### config.mk
export PLATFORM = sky130hd
export DESIGN_NAME = water_led_ctrl
export DESIGN_NICKNAME = d
export VERILOG_FILES = /design/src/rtl/water_led_pkg.sv /design/src/rtl/water_led_tick.sv /design/src/rtl/water_led_ctrl.sv
export SDC_FILE = /design/constraint.sdc
export NUM_CORES = 1
export LEC_CHECK = 0
export CORE_MARGIN = 1.5
export CORE_UTILIZATION = 40
export CTS_CLUSTER_SIZE = 16
export DETAILED_ROUTE_END_ITERATION = 10
export HOLD_SLACK_MARGIN = 0.08
export MAX_ROUTING_LAYER = met4
export SLEW_MARGIN = 20
export SYNTH_ARGS = -nofsm -noshare
export SYNTH_HDL_FRONTEND = slang
export SYNTH_SLANG_ARGS = --single-unit
export TNS_END_PERCENT = 1
### constraint.sdc
create_clock -name sys_clk -period 3 [get_ports sys_clk]
set_input_delay 0.6 -clock sys_clk [delete_from_list [all_inputs] [get_ports sys_clk]]
set_output_delay 0.6 -clock sys_clk [all_outputs]
set_load 0.01 [all_outputs]
### src/rtl/water_led_pkg.sv
// Shared types and helpers for the water LED chaser.
package water_led_pkg;

    // Pattern modes as seen on the mode input
    typedef enum logic [1:0] {
        MODE_LEFT   = 2'b00,
        MODE_RIGHT  = 2'b01,
        MODE_BOUNCE = 2'b10,
        MODE_BLINK  = 2'b11
    } mode_e;

    localparam int DEF_LED_NUM = 4;
    localparam int DEF_CNT_MAX = 24_999_999;
    localparam int MAX_LEDS    = 32;

    // One-hot vector with bit 'pos' set, sized for the largest legal LED bank
    function automatic logic [MAX_LEDS-1:0] onehot(input logic [4:0] pos);
        logic [MAX_LEDS-1:0] v;
        v      = '0;
        v[pos] = 1'b1;
        return v;
    endfunction

endpackage

### src/rtl/water_led_tick.sv
// Step prescaler: counts enabled cycles 0..CNT_MAX and flags the terminal
// count as a single-cycle step pulse.
module water_led_tick
    import water_led_pkg::*;
#(
    parameter int CNT_MAX = DEF_CNT_MAX
) (
    input  logic sys_clk,
    input  logic sys_rst_n,
    input  logic en,
    output logic step_tick
);

    localparam int              CNT_W   = $clog2(CNT_MAX + 1);
    localparam logic [CNT_W-1:0] CNT_TOP = CNT_W'(CNT_MAX);

    logic [CNT_W-1:0] cnt_q, cnt_d;
    logic             tc_q, tc_d;

    // Next count and pre-decoded terminal count for the coming cycle
    always_comb begin
        cnt_d = cnt_q;
        if (en) begin
            cnt_d = (cnt_q == CNT_TOP) ? '0 : cnt_q + 1'b1;
        end
        tc_d = (cnt_d == CNT_TOP);
    end

    // Prescaler state
    always_ff @(posedge sys_clk or negedge sys_rst_n) begin
        if (!sys_rst_n) begin
            cnt_q <= '0;
            tc_q  <= 1'b0;
        end else begin
            cnt_q <= cnt_d;
            tc_q  <= tc_d;
        end
    end

    // The terminal count comes straight from a flop; en gates it so that a
    // cycle sitting at CNT_MAX with en low never produces a step.
    assign step_tick = tc_q & en;

endmodule

### src/rtl/water_led_ctrl.sv
// LED chaser top: prescaler, pattern state (left/right/ping-pong/blink) and
// registered polarity-adjusted LED drive.
// Optional PWM dimming of lit LEDs is enabled by defining WATER_LED_PWM_EN.
module water_led_ctrl
    import water_led_pkg::*;
#(
    parameter int LED_NUM    = DEF_LED_NUM,
    parameter int CNT_MAX    = DEF_CNT_MAX,
    parameter int ACTIVE_LOW = 1,
    parameter int PWM_BITS   = 4,
    localparam int POS_W     = (LED_NUM > 1) ? $clog2(LED_NUM) : 1
) (
    input  logic               sys_clk,
    input  logic               sys_rst_n,
    input  logic               en,
    input  logic [1:0]         mode,
`ifdef WATER_LED_PWM_EN
    input  logic [PWM_BITS-1:0] duty,
`endif
    output logic [LED_NUM-1:0] led_out,
    output logic               step_tick,
    output logic [POS_W-1:0]   pos
);

    localparam logic               POL     = (ACTIVE_LOW != 0);
    localparam logic [POS_W-1:0]   LAST    = POS_W'(LED_NUM - 1);
    localparam logic [LED_NUM-1:0] LED_RST = {LED_NUM{POL}} ^ LED_NUM'(1);

    // Elaboration-time parameter sanity checks
    if (LED_NUM < 1 || LED_NUM > MAX_LEDS) begin : g_bad_led_num
        $error("water_led_ctrl: LED_NUM out of range 1..32");
    end
    if (CNT_MAX < 1) begin : g_bad_cnt_max
        $error("water_led_ctrl: CNT_MAX must be >= 1");
    end
    if (PWM_BITS < 1) begin : g_bad_pwm_bits
        $error("water_led_ctrl: PWM_BITS must be >= 1");
    end

    water_led_tick #(
        .CNT_MAX (CNT_MAX)
    ) u_tick (
        .sys_clk   (sys_clk),
        .sys_rst_n (sys_rst_n),
        .en        (en),
        .step_tick (step_tick)
    );

    mode_e               mode_q, mode_d;
    logic [POS_W-1:0]    pos_q, pos_d;
    logic                dir_q, dir_d;
    logic                ph_q, ph_d;
    logic [LED_NUM-1:0]  led_q, led_d;
    logic [MAX_LEDS-1:0] oh;
    logic [LED_NUM-1:0]  pattern;
    logic                pwm_on;

`ifdef WATER_LED_PWM_EN
    logic [PWM_BITS-1:0] pwm_cnt_q, pwm_cnt_d;
    logic [PWM_BITS-1:0] duty_q, duty_d;
    logic [PWM_BITS-1:0] duty_eff;

    // Free-running PWM counter; duty is re-captured at the start of each period
    always_comb begin
        pwm_cnt_d = pwm_cnt_q + 1'b1;
        duty_eff  = (pwm_cnt_q == '0) ? duty : duty_q;
        duty_d    = duty_eff;
        pwm_on    = (pwm_cnt_q < duty_eff);
    end

    // PWM state, independent of en
    always_ff @(posedge sys_clk or negedge sys_rst_n) begin
        if (!sys_rst_n) begin
            pwm_cnt_q <= '0;
            duty_q    <= '0;
        end else begin
            pwm_cnt_q <= pwm_cnt_d;
            duty_q    <= duty_d;
        end
    end
`else
    assign pwm_on = 1'b1;
`endif

    // Pattern step: the new mode is taken on the step and decides the move
    always_comb begin
        mode_d = mode_q;
        pos_d  = pos_q;
        dir_d  = dir_q;
        ph_d   = ph_q;
        if (step_tick) begin
            mode_d = mode_e'(mode);
            ph_d   = 1'b0;
            unique case (mode_d)
                MODE_LEFT: begin
                    pos_d = (pos_q == LAST) ? '0 : pos_q + 1'b1;
                    dir_d = 1'b0;
                end
                MODE_RIGHT: begin
                    pos_d = (pos_q == '0) ? LAST : pos_q - 1'b1;
                    dir_d = 1'b1;
                end
                MODE_BOUNCE: begin
                    // A single LED has nowhere to go: hold position and direction
                    if (LED_NUM > 1) begin
                        if (!dir_q) begin
                            if (pos_q == LAST) begin
                                dir_d = 1'b1;
                                pos_d = pos_q - 1'b1;
                            end else begin
                                pos_d = pos_q + 1'b1;
                            end
                        end else begin
                            if (pos_q == '0) begin
                                dir_d = 1'b0;
                                pos_d = POS_W'(1);
                            end else begin
                                pos_d = pos_q - 1'b1;
                            end
                        end
                    end
                end
                MODE_BLINK: begin
                    ph_d = ~ph_q;
                end
            endcase
        end
    end

    // Output drive from the next-state pattern so LEDs follow pos with no extra lag
    always_comb begin
        oh = onehot(5'(pos_d));
        if (mode_d == MODE_BLINK) begin
            pattern = {LED_NUM{ph_d}};
        end else begin
            pattern = oh[LED_NUM-1:0];
        end
        led_d = (pattern & {LED_NUM{pwm_on}}) ^ {LED_NUM{POL}};
    end

    // Pattern and output registers
    always_ff @(posedge sys_clk or negedge sys_rst_n) begin
        if (!sys_rst_n) begin
            mode_q <= MODE_LEFT;
            pos_q  <= '0;
            dir_q  <= 1'b0;
            ph_q   <= 1'b0;
            led_q  <= LED_RST;
        end else begin
            mode_q <= mode_d;
            pos_q  <= pos_d;
            dir_q  <= dir_d;
            ph_q   <= ph_d;
            led_q  <= led_d;
        end
    end

    assign led_out = led_q;
    assign pos     = pos_q;

endmodule
==> metrics, run 1 <==
port buffer count=11; Mapped Avg Cell Area=9.53 um^2; Final #Nets=257; Clock Tree Root=sky130_fd_sc_hd__clkbuf_8; fraction of final layout cells sized beyond drive strength 1=12.7%; async set-or-reset flop fraction in the synthesized netlist=100%; chip width=77.3 um; setup bufs post-CTS=0; cell count after synthesis=232; Post-synth EDFFs=0; area of the core region=0.00520 mm^2; final routed DRC violation total=0; total count of hold-check failures in the final report=0; number of buffers added by the clock tree synthesis step=5; post-route antenna net violation count=0; startpoint class of the critical path=register; Hold Slack=0.380 ns; placed inst area=0.00238 mm^2; initial antenna violation count=0; final clock skew=0.00592 ns; slew of the pin with the lowest slew margin=0.797 ns; top-area cell type share of the netlist area=37.4%; global route total overflow=0; vias in the first global route=1777; Final Routed Wirelength=4860 um; total inserted antenna cells=0; leading post-synthesis cells by cell area=sky130_fd_sc_hd__dfrtp_1 37%, sky130_fd_sc_hd__ha_1 4.5%, sky130_fd_sc_hd__nand2_1 4.1%; status=finished clean; detail-routed net length per standard cell=15.4 um; utilization after layout=47.8%; total number of yosys warnings=0; routed vias=1795; first-pass GRT wire length=8640 um; register clock-pin slew on the reported worst setup and hold paths=0.07 ns; number of max-cap violations=0; worst endpoint required time=3.20 ns; GRT met3 Usage=4.59%; maximum number of buffers from clock root to sink=2; Starting Density=42.5%; Iter 0 DRT Violations=62; flops & latches, synth=36; count of H-tree levels built during CTS=2; Routability Congestion=0.859; setup violators final=0; total of hold buffers inserted after clock tree synthesis=0; power density relative to cell area=460 mW/mm^2; GR Util All Layers=18.7%; max-slew violation total from the final report=0; post-cts gate resize count=0; Distinct cells, synth=59; largest net degree at the start of global routing=37; worst hold-check path type=in -> async; fmax=0.379 GHz; 1st-pass router iterations=4; synthesized area=0.00221 mm^2; most used flip-flop cell after synthesis=sky130_fd_sc_hd__dfrtp_1; post-route cell area=0.00249 mm^2; clock tree from TritonCTS=built; GRT busiest layer=met2; Crit. End Element=register; Layout Area Growth over Synthesis=12.5%; post-DP HPWL=3570 um; chip height=77.3 um; setup TNS=0 ns; io pins=12; kind of critical path=reg -> reg; IR Drop Worst-Case VDD=179 uV; final critical-path share of the clock period=87.8%; sinks on the clock net=36; Arr. time, crit path=2.83 ns; static leakage power=1.03 nW; sequential-to-total area share from yosys stat=40.9%; largest area contributor in the netlist=sky130_fd_sc_hd__dfrtp_1; global routing met2 resource utilization=28.3%; met1 track utilization from global routing=25.5%; insertion delay to the later sink of the worst-skew pair=0.29 ns; overall power of the completed layout=1.14 mW; total number of placement rows=26; unrepaired setup endpoints after global routing=no; min cycle time layout=2.64 ns; detailed-route vias per instance=5.70; die footprint=0.00598 mm^2; slew margin rel.=46.8%; maximum fanout count along the critical path=9; syn nets=245
==> cells by family (layout without fill, tap and decap cells) <==
family,Yosys count,after routing,share of synthesized area [%]
buffers and inverters,23,36,4.87
AOI/OAI and AO/OA,47,47,14.8
adders and majority gates,8,8,4.53
DFF,36,36,40.9
muxes,3,3,1.36
and+or+nand+nor,103,103,28.8
xor gates and xnor gates,12,12,4.75
==> final cells by class <==
class	instances	area, um^2
clock inverter	2	35.0
fill	518	2720
tap	70	87.6
sequential	36	905
inverter	12	45.0
timing repair buffer	16	143
clock buffer	6	72.6
multi-input combinational	173	1200
==> flip-flops by register name (all words and copies together), names as in the netlist <==
name,cells
dir_q,1
led_out,4
mode_q,2
ph_q,1
pos,2
u_tick.cnt_q,25
u_tick.tc_q,1
==> layer usage <==
layer  vias up  share of wire [%]
li1        889                  -
met1       867                 49
met2        33                 47
met3         6                3.2
met4         0                1.0
met5         -                  0
==> power by group <==
| part | switching, mW | internal, mW |
|---|---|---|
| Combinational | 0.0752 | 0.0567 |
| Sequential | 0.0674 | 0.518 |
| Clock | 0.179 | 0.247 |
==> worst paths after layout <==
kind | end | slack, ns | cells past startpoint | start
max | u_tick.tc_q | 0.36 | 7 | u_tick.cnt_q[0]
min | u_tick.cnt_q[0] | 0.38 | 1 | sys_rst_n
max reg2reg | u_tick.tc_q | 0.36 | 7 | u_tick.cnt_q[0]
min reg2reg | ph_q | 0.53 | 2 | ph_q
max in group asynchronous | u_tick.cnt_q[8] | 2.10 | 1 | sys_rst_n
min in group sys_clk | ph_q | 0.53 | 2 | ph_q
==> worst max-delay path, cell delays in order, from the launching register on <==
cell and delay [ns]:
sky130_fd_sc_hd__dfrtp_1 0.47, sky130_fd_sc_hd__ha_1 0.28, sky130_fd_sc_hd__and4_1 0.51, sky130_fd_sc_hd__o2111a_1 0.25
sky130_fd_sc_hd__o21ai_0 0.08, sky130_fd_sc_hd__a2111oi_0 0.44, sky130_fd_sc_hd__nand4_1 0.20, sky130_fd_sc_hd__nor4_2 0.31
==> Yosys cell counts, types with 2 or more instances <==
master                       n
sky130_fd_sc_hd__nand4_2     2
sky130_fd_sc_hd__or4_1       4
sky130_fd_sc_hd__nor2b_1     2
sky130_fd_sc_hd__o211ai_1    2
sky130_fd_sc_hd__a31oi_1     2
sky130_fd_sc_hd__o311ai_0    2
sky130_fd_sc_hd__a21oi_1     5
sky130_fd_sc_hd__nand3_1     9
sky130_fd_sc_hd__nand4_1    12
sky130_fd_sc_hd__or3_1       2
sky130_fd_sc_hd__nor3_1      2
sky130_fd_sc_hd__nor4_1      2
sky130_fd_sc_hd__and4_4      2
sky130_fd_sc_hd__dfstp_2     3
sky130_fd_sc_hd__nand2_1    24
sky130_fd_sc_hd__nor4b_1     2
sky130_fd_sc_hd__o21a_1      3
sky130_fd_sc_hd__a21o_1      2
sky130_fd_sc_hd__a41oi_1     2
sky130_fd_sc_hd__buf_4       2
sky130_fd_sc_hd__o31ai_1     6
sky130_fd_sc_hd__inv_1      12
sky130_fd_sc_hd__mux2i_1     3
sky130_fd_sc_hd__nand4bb_1   2
sky130_fd_sc_hd__ha_1        8
sky130_fd_sc_hd__a21boi_0    2
sky130_fd_sc_hd__buf_2       5
sky130_fd_sc_hd__a211oi_1    3
sky130_fd_sc_hd__and4_1      2
sky130_fd_sc_hd__nor2_1     18
sky130_fd_sc_hd__dfrtp_1    33
sky130_fd_sc_hd__nor4_2      2
sky130_fd_sc_hd__or2_2       2
sky130_fd_sc_hd__clkbuf_1    3
sky130_fd_sc_hd__xnor2_1     9
sky130_fd_sc_hd__nor3b_1     3
sky130_fd_sc_hd__xor2_1      3
sky130_fd_sc_hd__o21ai_0     9
==> placed cells by master, fill, tap and decap left out, types with 3 or more instances in the layout <==
cell type,n
sky130_fd_sc_hd__clkbuf_8,5
sky130_fd_sc_hd__nor2_1,18
sky130_fd_sc_hd__dfrtp_1,33
sky130_fd_sc_hd__nor3b_1,3
sky130_fd_sc_hd__a21oi_1,5
sky130_fd_sc_hd__mux2i_1,3
sky130_fd_sc_hd__buf_4,5
sky130_fd_sc_hd__clkdlybuf4s50_1,10
sky130_fd_sc_hd__ha_1,8
sky130_fd_sc_hd__or4_1,4
sky130_fd_sc_hd__nand2_1,24
sky130_fd_sc_hd__a211oi_1,3
sky130_fd_sc_hd__xnor2_1,9
sky130_fd_sc_hd__nand4_1,12
sky130_fd_sc_hd__o21a_1,3
sky130_fd_sc_hd__nand3_1,9
sky130_fd_sc_hd__o21ai_0,9
sky130_fd_sc_hd__o31ai_1,6
sky130_fd_sc_hd__dfstp_2,3
sky130_fd_sc_hd__inv_1,12
sky130_fd_sc_hd__xor2_1,3
==> through the flow <==
stage	std cells	worst slack (ns)
2_1_floorplan	232	0.807
6_report	315	0.365
4_1_cts	315	0.352
3_5_place_dp	307	0.0829
5_1_grt	315	0.137
3_3_place_gp	307	0.185
Note: power is estimated with default switching activity, not from simulation.
==> run 2, diff against run 1 <==
--- a/config.mk
+++ b/config.mk
@@ -11,7 +11,8 @@
 export DETAILED_ROUTE_END_ITERATION = 10
 export HOLD_SLACK_MARGIN = 0.08
 export MAX_ROUTING_LAYER = met4
-export SLEW_MARGIN = 20
+export RECOVER_POWER = 50
+export SLEW_MARGIN = 10
 export SYNTH_ARGS = -nofsm -noshare
 export SYNTH_HDL_FRONTEND = slang
 export SYNTH_SLANG_ARGS = --single-unit
==> run 2 against run 1 <==
  * The run now ends with max-capacitance violations, max-slew violations left
  * Global-route usage stayed put
  * Maximum frequency is 1.2% lower
  * Total power hardly changed
  * Utilization hardly changed
  * Sequential power hardly changed
  * Combinational power hardly changed
  * Sequential share of layout area hardly changed
  * Register-to-register slack hardly changed
  * Setup slack worse by 0.032 ns
  * Cell count stayed put
==> metrics, run 2 (synthesis gave the netlist of run 1 again) <==
status=complete, but fails checks (was finished clean); failing checks=max-capacitance violations, max-slew violations; final critical-path share of the clock period=88.9% (was 87.8%); max-slew violation total from the final report=37 (was 0); worst endpoint required time=2.40 ns (was 3.20 ns); die footprint=0.00598 mm^2 (unchanged); start point of the critical path=en (was u_tick.cnt_q[0]); most flop-heavy register=u_tick.cnt_q (unchanged); total placed cells including tap cells=307 (unchanged); chip width=77.3 um (unchanged); setup bufs post-CTS=0 (unchanged); area of the multi-input gates=0.00120 mm^2 (unchanged); Layout Area Growth over Synthesis=12.4% (was 12.5%); io pins=12 (unchanged); Routability Congestion=0.859 (unchanged); first-pass GRT wire length=8640 um (unchanged); kind of critical path=in -> out (was reg -> reg); largest net degree at the start of global routing=37 (unchanged); filler cell count in the final layout=519 (was 518); vias in the first global route=1777 (unchanged); IR Drop Worst-Case VDD=179 uV (about the same); clock tree from TritonCTS=built (unchanged); setup ws final=0.333 ns (was 0.365 ns); final routed DRC violation total=0 (unchanged); 1st-pass router iterations=4 (unchanged); number of flip-flops under the largest register name=25 (unchanged); startpoint class of the critical path=input pin (was register); final clock skew=0.00592 ns (unchanged); slew margin rel.=-26.7% (was 46.8%); number of buffers added by the clock tree synthesis step=5 (unchanged); start point of the worst hold path=ph_q; Final #Nets=257 (unchanged); total inserted antenna cells=0 (unchanged); commonest non-fill, non-tap cell in the layout=sky130_fd_sc_hd__dfrtp_1 (unchanged); sinks on the clock net=36 (unchanged); cells along the critical path=dlygate4sd3_1 -> nand2_1 -> inv_1 -> clkdlybuf4s50_1 (was ha_1 -> and4_1 -> o2111a_1 -> o21ai_0 -> a2111oi_0 -> nand4_1 -> nor4_2); fmax=0.375 GHz (was 0.379 GHz); initial antenna violation count=0 (unchanged); utilization after layout=47.7% (was 47.8%); standard cell with the maximum stage delay on the critical path=sky130_fd_sc_hd__dlygate4sd3_1 (was sky130_fd_sc_hd__and4_1); post-cts gate resize count=0 (unchanged); port buffer count=11 (unchanged); worst-case register-to-register setup slack=0.36 ns (about the same); number of max-cap violations=1 (was 0); GR Util All Layers=18.7% (unchanged); setup TNS=0 ns (unchanged); maximum number of buffers from clock root to sink=2 (unchanged); unrepaired setup endpoints after global routing=no (unchanged); sequential cell area in the final layout=905 um^2 (unchanged); reg-to-reg startpoint=u_tick.cnt_q[0] (unchanged); Clock Tree Root=sky130_fd_sc_hd__clkbuf_8 (unchanged); Finished Layout Cells=315 (unchanged); static leakage power=1.02 nW (was 1.03 nW); total count of hold-check failures in the final report=0 (unchanged); routed vias=1795 (unchanged); slew of the pin with the lowest slew margin=1.90 ns (was 0.797 ns); Starting Density=42.5% (unchanged); worst hold-check path type=reg -> reg (was in -> async); count of H-tree levels built during CTS=2 (unchanged); post-route antenna net violation count=0 (unchanged); Arr. time, crit path=2.07 ns (was 2.83 ns); total number of placement rows=26 (unchanged); post-DP HPWL=3570 um (unchanged); register clock-pin slew on the reported worst setup and hold paths=0.07 ns (about the same); insertion delay to the later sink of the worst-skew pair=0.29 ns (about the same); power density relative to cell area=460 mW/mm^2 (about the same); most frequent cells in the layout=33 x sky130_fd_sc_hd__dfrtp_1, 24 x sky130_fd_sc_hd__nand2_1, 18 x sky130_fd_sc_hd__nor2_1 (unchanged); Iter 0 DRT Violations=62 (unchanged); min cycle time layout=2.67 ns (was 2.64 ns); fraction of final layout cells sized beyond drive strength 1=12.2% (was 12.7%); detail-routed net length per standard cell=15.4 um (about the same); worst slack at placement=0.0829 ns (unchanged); delay contributed by the slowest stage of the critical path=0.64 ns (was 0.51 ns); detailed-route vias per instance=5.70 (unchanged); maximum fanout count along the critical path=6 (was 9); area of the core region=0.00520 mm^2 (unchanged); overall power of the completed layout=1.14 mW (about the same); setup violators final=0 (unchanged); Crit. End Element=output port (was register); chip height=77.3 um (unchanged); Final Routed Wirelength=4860 um (about the same); total of hold buffers inserted after clock tree synthesis=0 (unchanged); global route total overflow=0 (unchanged)
run 2: cell types whose count changed in the layout (fill, tap and decap cells not counted), sizes merged:
| cell | change |
|---|---|
| clkdlybuf4s50 | -1 |
| dlygate4sd3 | +1 |
| buf | -1 |
| clkbuf | +1 |
run 2: final cells by class:
type | count | share of cell area [%]
inverter | 12 | 1.81
timing repair buffer | 16 | 5.69
clock inverter | 2 | 1.41
multi-input combinational | 173 | 48.2
tap | 70 | 3.52
clock buffer | 6 | 2.92
sequential | 36 | 36.4
run 2: through the flow:
step / hold slack, ns / cell area, um^2
global route: 0.583 / 2480
finish: 0.530 / 2480
detailed placement: 0.525 / 2380
floorplan: 0.304 / 2210
CTS: 0.423 / 2490
global placement: 0.513 / 2380
run 2: where the power goes:
part	switching, mW	total (mW)	internal [mW]
Clock	0.179	0.425	0.247
Sequential	0.0674	0.586	0.518
Combinational	0.0752	0.131	0.0562
run 2: worst paths after layout:
path | cells after the start | end
max | 4 | step_tick
max in group asynchronous | 1 | u_tick.cnt_q[8]
max reg2reg | 7 | u_tick.tc_q
min | 2 | ph_q
min reg2reg | 2 | ph_q
min in group asynchronous | 1 | u_tick.cnt_q[0]
run 2: worst max-delay path: cells and delay by family:
family / cells / cell delay (ns)
buffers and inverters: 3 / 1.26
AND/OR/NAND/NOR: 1 / 0.20
run 2: layer usage:
layer	global-route usage, %	share of wire [%]	wire [um]	up-vias
met3	4.59	3.2	156	6
met1	25.5	49	2390	867
li1	-	-	-	889
met4	4.36	1.0	51	0
met5	-	0	0	-
met2	28.3	47	2270	33
==> run 3, diff against run 2 <==
--- a/config.mk
+++ b/config.mk
@@ -12,7 +12,7 @@
 export HOLD_SLACK_MARGIN = 0.08
 export MAX_ROUTING_LAYER = met4
 export RECOVER_POWER = 50
-export SLEW_MARGIN = 10
+export REMOVE_ABC_BUFFERS = 1
 export SYNTH_ARGS = -nofsm -noshare
 export SYNTH_HDL_FRONTEND = slang
 export SYNTH_SLANG_ARGS = --single-unit
==> run 3 against run 2 <==
  * The run still ends with max-capacitance violations, max-slew violations left
  * Clock power is 18% lower
  * Combinational power about the same
  * Critical path type unchanged
  * Critical path depth up 1
  * Die area unchanged
  * Cell count rose by 0.32%
==> metrics, run 3 (synthesis gave the netlist of run 1 again) <==
status=complete, but fails checks (unchanged); failing checks=max-capacitance violations, max-slew violations (unchanged); part of the power in registers=54.8% (was 51.3%); detail-routed net length per standard cell=15.2 um (was 15.4 um); io pins=12 (unchanged); insertion delay to the later sink of the worst-skew pair=0.28 ns (was 0.29 ns); most frequent cells in the layout=33 x sky130_fd_sc_hd__dfrtp_1, 24 x sky130_fd_sc_hd__nand2_1, 18 x sky130_fd_sc_hd__nor2_1 (unchanged); net switching fraction of the power=28.5% (was 28.1%); filler cell count in the final layout=508 (was 519); total inserted antenna cells=0 (unchanged); global route total overflow=0 (unchanged); post-cts gate resize count=0 (unchanged); Starting Density=42.5% (unchanged); P_int=0.759 mW (was 0.821 mW); die footprint=0.00598 mm^2 (unchanged); sinks on the clock net=36 (unchanged); largest net degree at the start of global routing=37 (unchanged); setup TNS=0 ns (unchanged); setup ws final=0.149 ns (was 0.333 ns); post-route cell area=0.00247 mm^2 (was 0.00248 mm^2); power density relative to cell area=431 mW/mm^2 (was 460 mW/mm^2); cell occurring most often along the worst timing path=sky130_fd_sc_hd__clkdlybuf4s50_1; number of max-cap violations=1 (unchanged); maximum number of buffers from clock root to sink=2 (unchanged); number of flip-flops under the largest register name=25 (unchanged); maximum fanout count along the critical path=6 (unchanged); GR Util All Layers=17.6% (was 18.7%); Routability Congestion=0.927 (was 0.859); number of buffers added by the clock tree synthesis step=5 (unchanged); count of H-tree levels built during CTS=2 (unchanged); startpoint class of the critical path=input pin (unchanged); total count of hold-check failures in the final report=0 (unchanged); Final Routed Wirelength=4800 um (was 4860 um); cells along the critical path=clkdlybuf4s50_1 -> clkbuf_1 -> nand2_1 -> inv_1 -> clkdlybuf4s50_1 (was dlygate4sd3_1 -> nand2_1 -> inv_1 -> clkdlybuf4s50_1); post-route antenna net violation count=0 (unchanged); commonest non-fill, non-tap cell in the layout=sky130_fd_sc_hd__dfrtp_1 (unchanged); worst slack at placement=0.0708 ns (was 0.0829 ns); post-DP HPWL=3580 um (was 3570 um); Crit. End Element=output port (unchanged); setup bufs post-CTS=0 (unchanged); Final #Nets=258 (was 257); total number of placement rows=26 (unchanged); setup violators final=0 (unchanged); chip width=77.3 um (unchanged); fmax=0.351 GHz (was 0.375 GHz); Arr. time, crit path=2.25 ns (was 2.07 ns); area of the core region=0.00520 mm^2 (unchanged); final routed DRC violation total=0 (unchanged); Layout Area Growth over Synthesis=11.6% (was 12.4%); final critical-path share of the clock period=95.0% (was 88.9%); worst endpoint required time=2.40 ns (about the same); slew margin rel.=-25.6% (was -26.7%); fraction of final layout cells sized beyond drive strength 1=11.4% (was 12.2%); clock tree from TritonCTS=built (unchanged); worst hold-check path type=reg -> reg (unchanged); total of hold buffers inserted after clock tree synthesis=0 (unchanged); routed vias=1771 (was 1795); vias in the first global route=1640 (was 1777); net switching power figure=0.303 mW (was 0.321 mW); first-pass GRT wire length=8120 um (was 8640 um); family of cells with the greatest summed delay on the critical path=buffers and inverters (unchanged); IR Drop Worst-Case VDD=202 uV (was 179 uV); Iter 0 DRT Violations=103 (was 62); worst path buffer plus inverter count=4 (was 3); standard cell with the maximum stage delay on the critical path=sky130_fd_sc_hd__clkdlybuf4s50_1 (was sky130_fd_sc_hd__dlygate4sd3_1); chip height=77.3 um (unchanged); slew of the pin with the lowest slew margin=1.88 ns (was 1.90 ns); Clock Tree Root=sky130_fd_sc_hd__clkbuf_8 (unchanged); sequential cell area in the final layout=905 um^2 (unchanged); area of the multi-input gates=0.00120 mm^2 (unchanged); static leakage power=1.01 nW (was 1.02 nW); delay contributed by the slowest stage of the critical path=0.58 ns (was 0.64 ns); register clock-pin slew on the reported worst setup and hold paths=0.07 ns (about the same); placed inst area=0.00239 mm^2 (was 0.00238 mm^2); final clock skew=0.00442 ns (was 0.00592 ns); max-slew violation total from the final report=37 (unchanged); initial antenna violation count=0 (unchanged); port buffer count=11 (unchanged); combinational power share=12.5% (was 11.5%); most flop-heavy register=u_tick.cnt_q (unchanged); unrepaired setup endpoints after global routing=no (unchanged); min cycle time layout=2.85 ns (was 2.67 ns); 1st-pass router iterations=4 (unchanged); kind of critical path=in -> out (unchanged); proportion of power drawn by the clock network=32.6% (was 37.2%); detailed-route vias per instance=5.60 (was 5.70)
## run 3: cell count changes in the layout (fill, tap and decap cells not counted), sizes merged
cell / previous run / this run
clkdlybuf4s50: 9 / 10
dlygate4sd3: 1 / 0
bufinv: 1 / 0
clkbuf: 7 / 11
buf: 5 / 4
clkinv: 1 / 0
## run 3: through the flow
stage                     power [mW]  utilization [%]  hold WS [ns]  std cells
after floorplan                0.662                -         0.304        221
after global placement         0.724             45.8         0.502        308
after detailed placement       0.723             45.8         0.504        308
after CTS                       1.07             47.6         0.425        316
after global routing            1.12             47.4         0.569        316
final                           1.06             47.4         0.516        316
## run 3: final timing paths
kind	to	cells after the start	slack, ns	from
setup / recovery	step_tick	5	0.15	en
min in group asynchronous	u_tick.cnt_q[8]	1	0.83	sys_rst_n
setup reg to reg	u_tick.tc_q	7	0.39	u_tick.cnt_q[0]
hold / removal	mode_q[0]	2	0.52	mode_q[0]
max in group asynchronous	u_tick.cnt_q[10]	1	1.09	sys_rst_n
hold reg to reg	mode_q[0]	2	0.52	mode_q[0]
## run 3: worst reg2reg max path: stages, from the launching register on
cell and delay (ns):
sky130_fd_sc_hd__dfrtp_1 0.45, sky130_fd_sc_hd__ha_1 0.27, sky130_fd_sc_hd__and4_1 0.53, sky130_fd_sc_hd__o2111a_1 0.26, sky130_fd_sc_hd__o21ai_0 0.07, sky130_fd_sc_hd__a2111oi_0 0.47
sky130_fd_sc_hd__nand4_1 0.18, sky130_fd_sc_hd__nor4_2 0.29
## run 3: power by group through the flow
stage / Combinational [mW] / Clock, mW / Sequential [mW]
finish: 0.133 / 0.347 / 0.583
floorplan: 0.0881 / 0 / 0.574
detailed placement: 0.134 / 0 / 0.589
global route: 0.150 / 0.385 / 0.589
CTS: 0.133 / 0.359 / 0.582
global placement: 0.131 / 0 / 0.593
## run 3: metal layers
layer	vias to the layer above	wire length, um	GRT usage, %
met5	-	0	-
met4	0	46	5.27
met3	5	217	4.71
met2	40	2070	24.2
met1	846	2470	25.3
li1	880	-	-
## run 3: final cells by class
type,count,area share (%)
multi-input combinational,173,48.6
sequential,36,36.7
timing repair buffer,17,5.73
clock buffer,8,3.65
tap,70,3.55
inverter,12,1.83
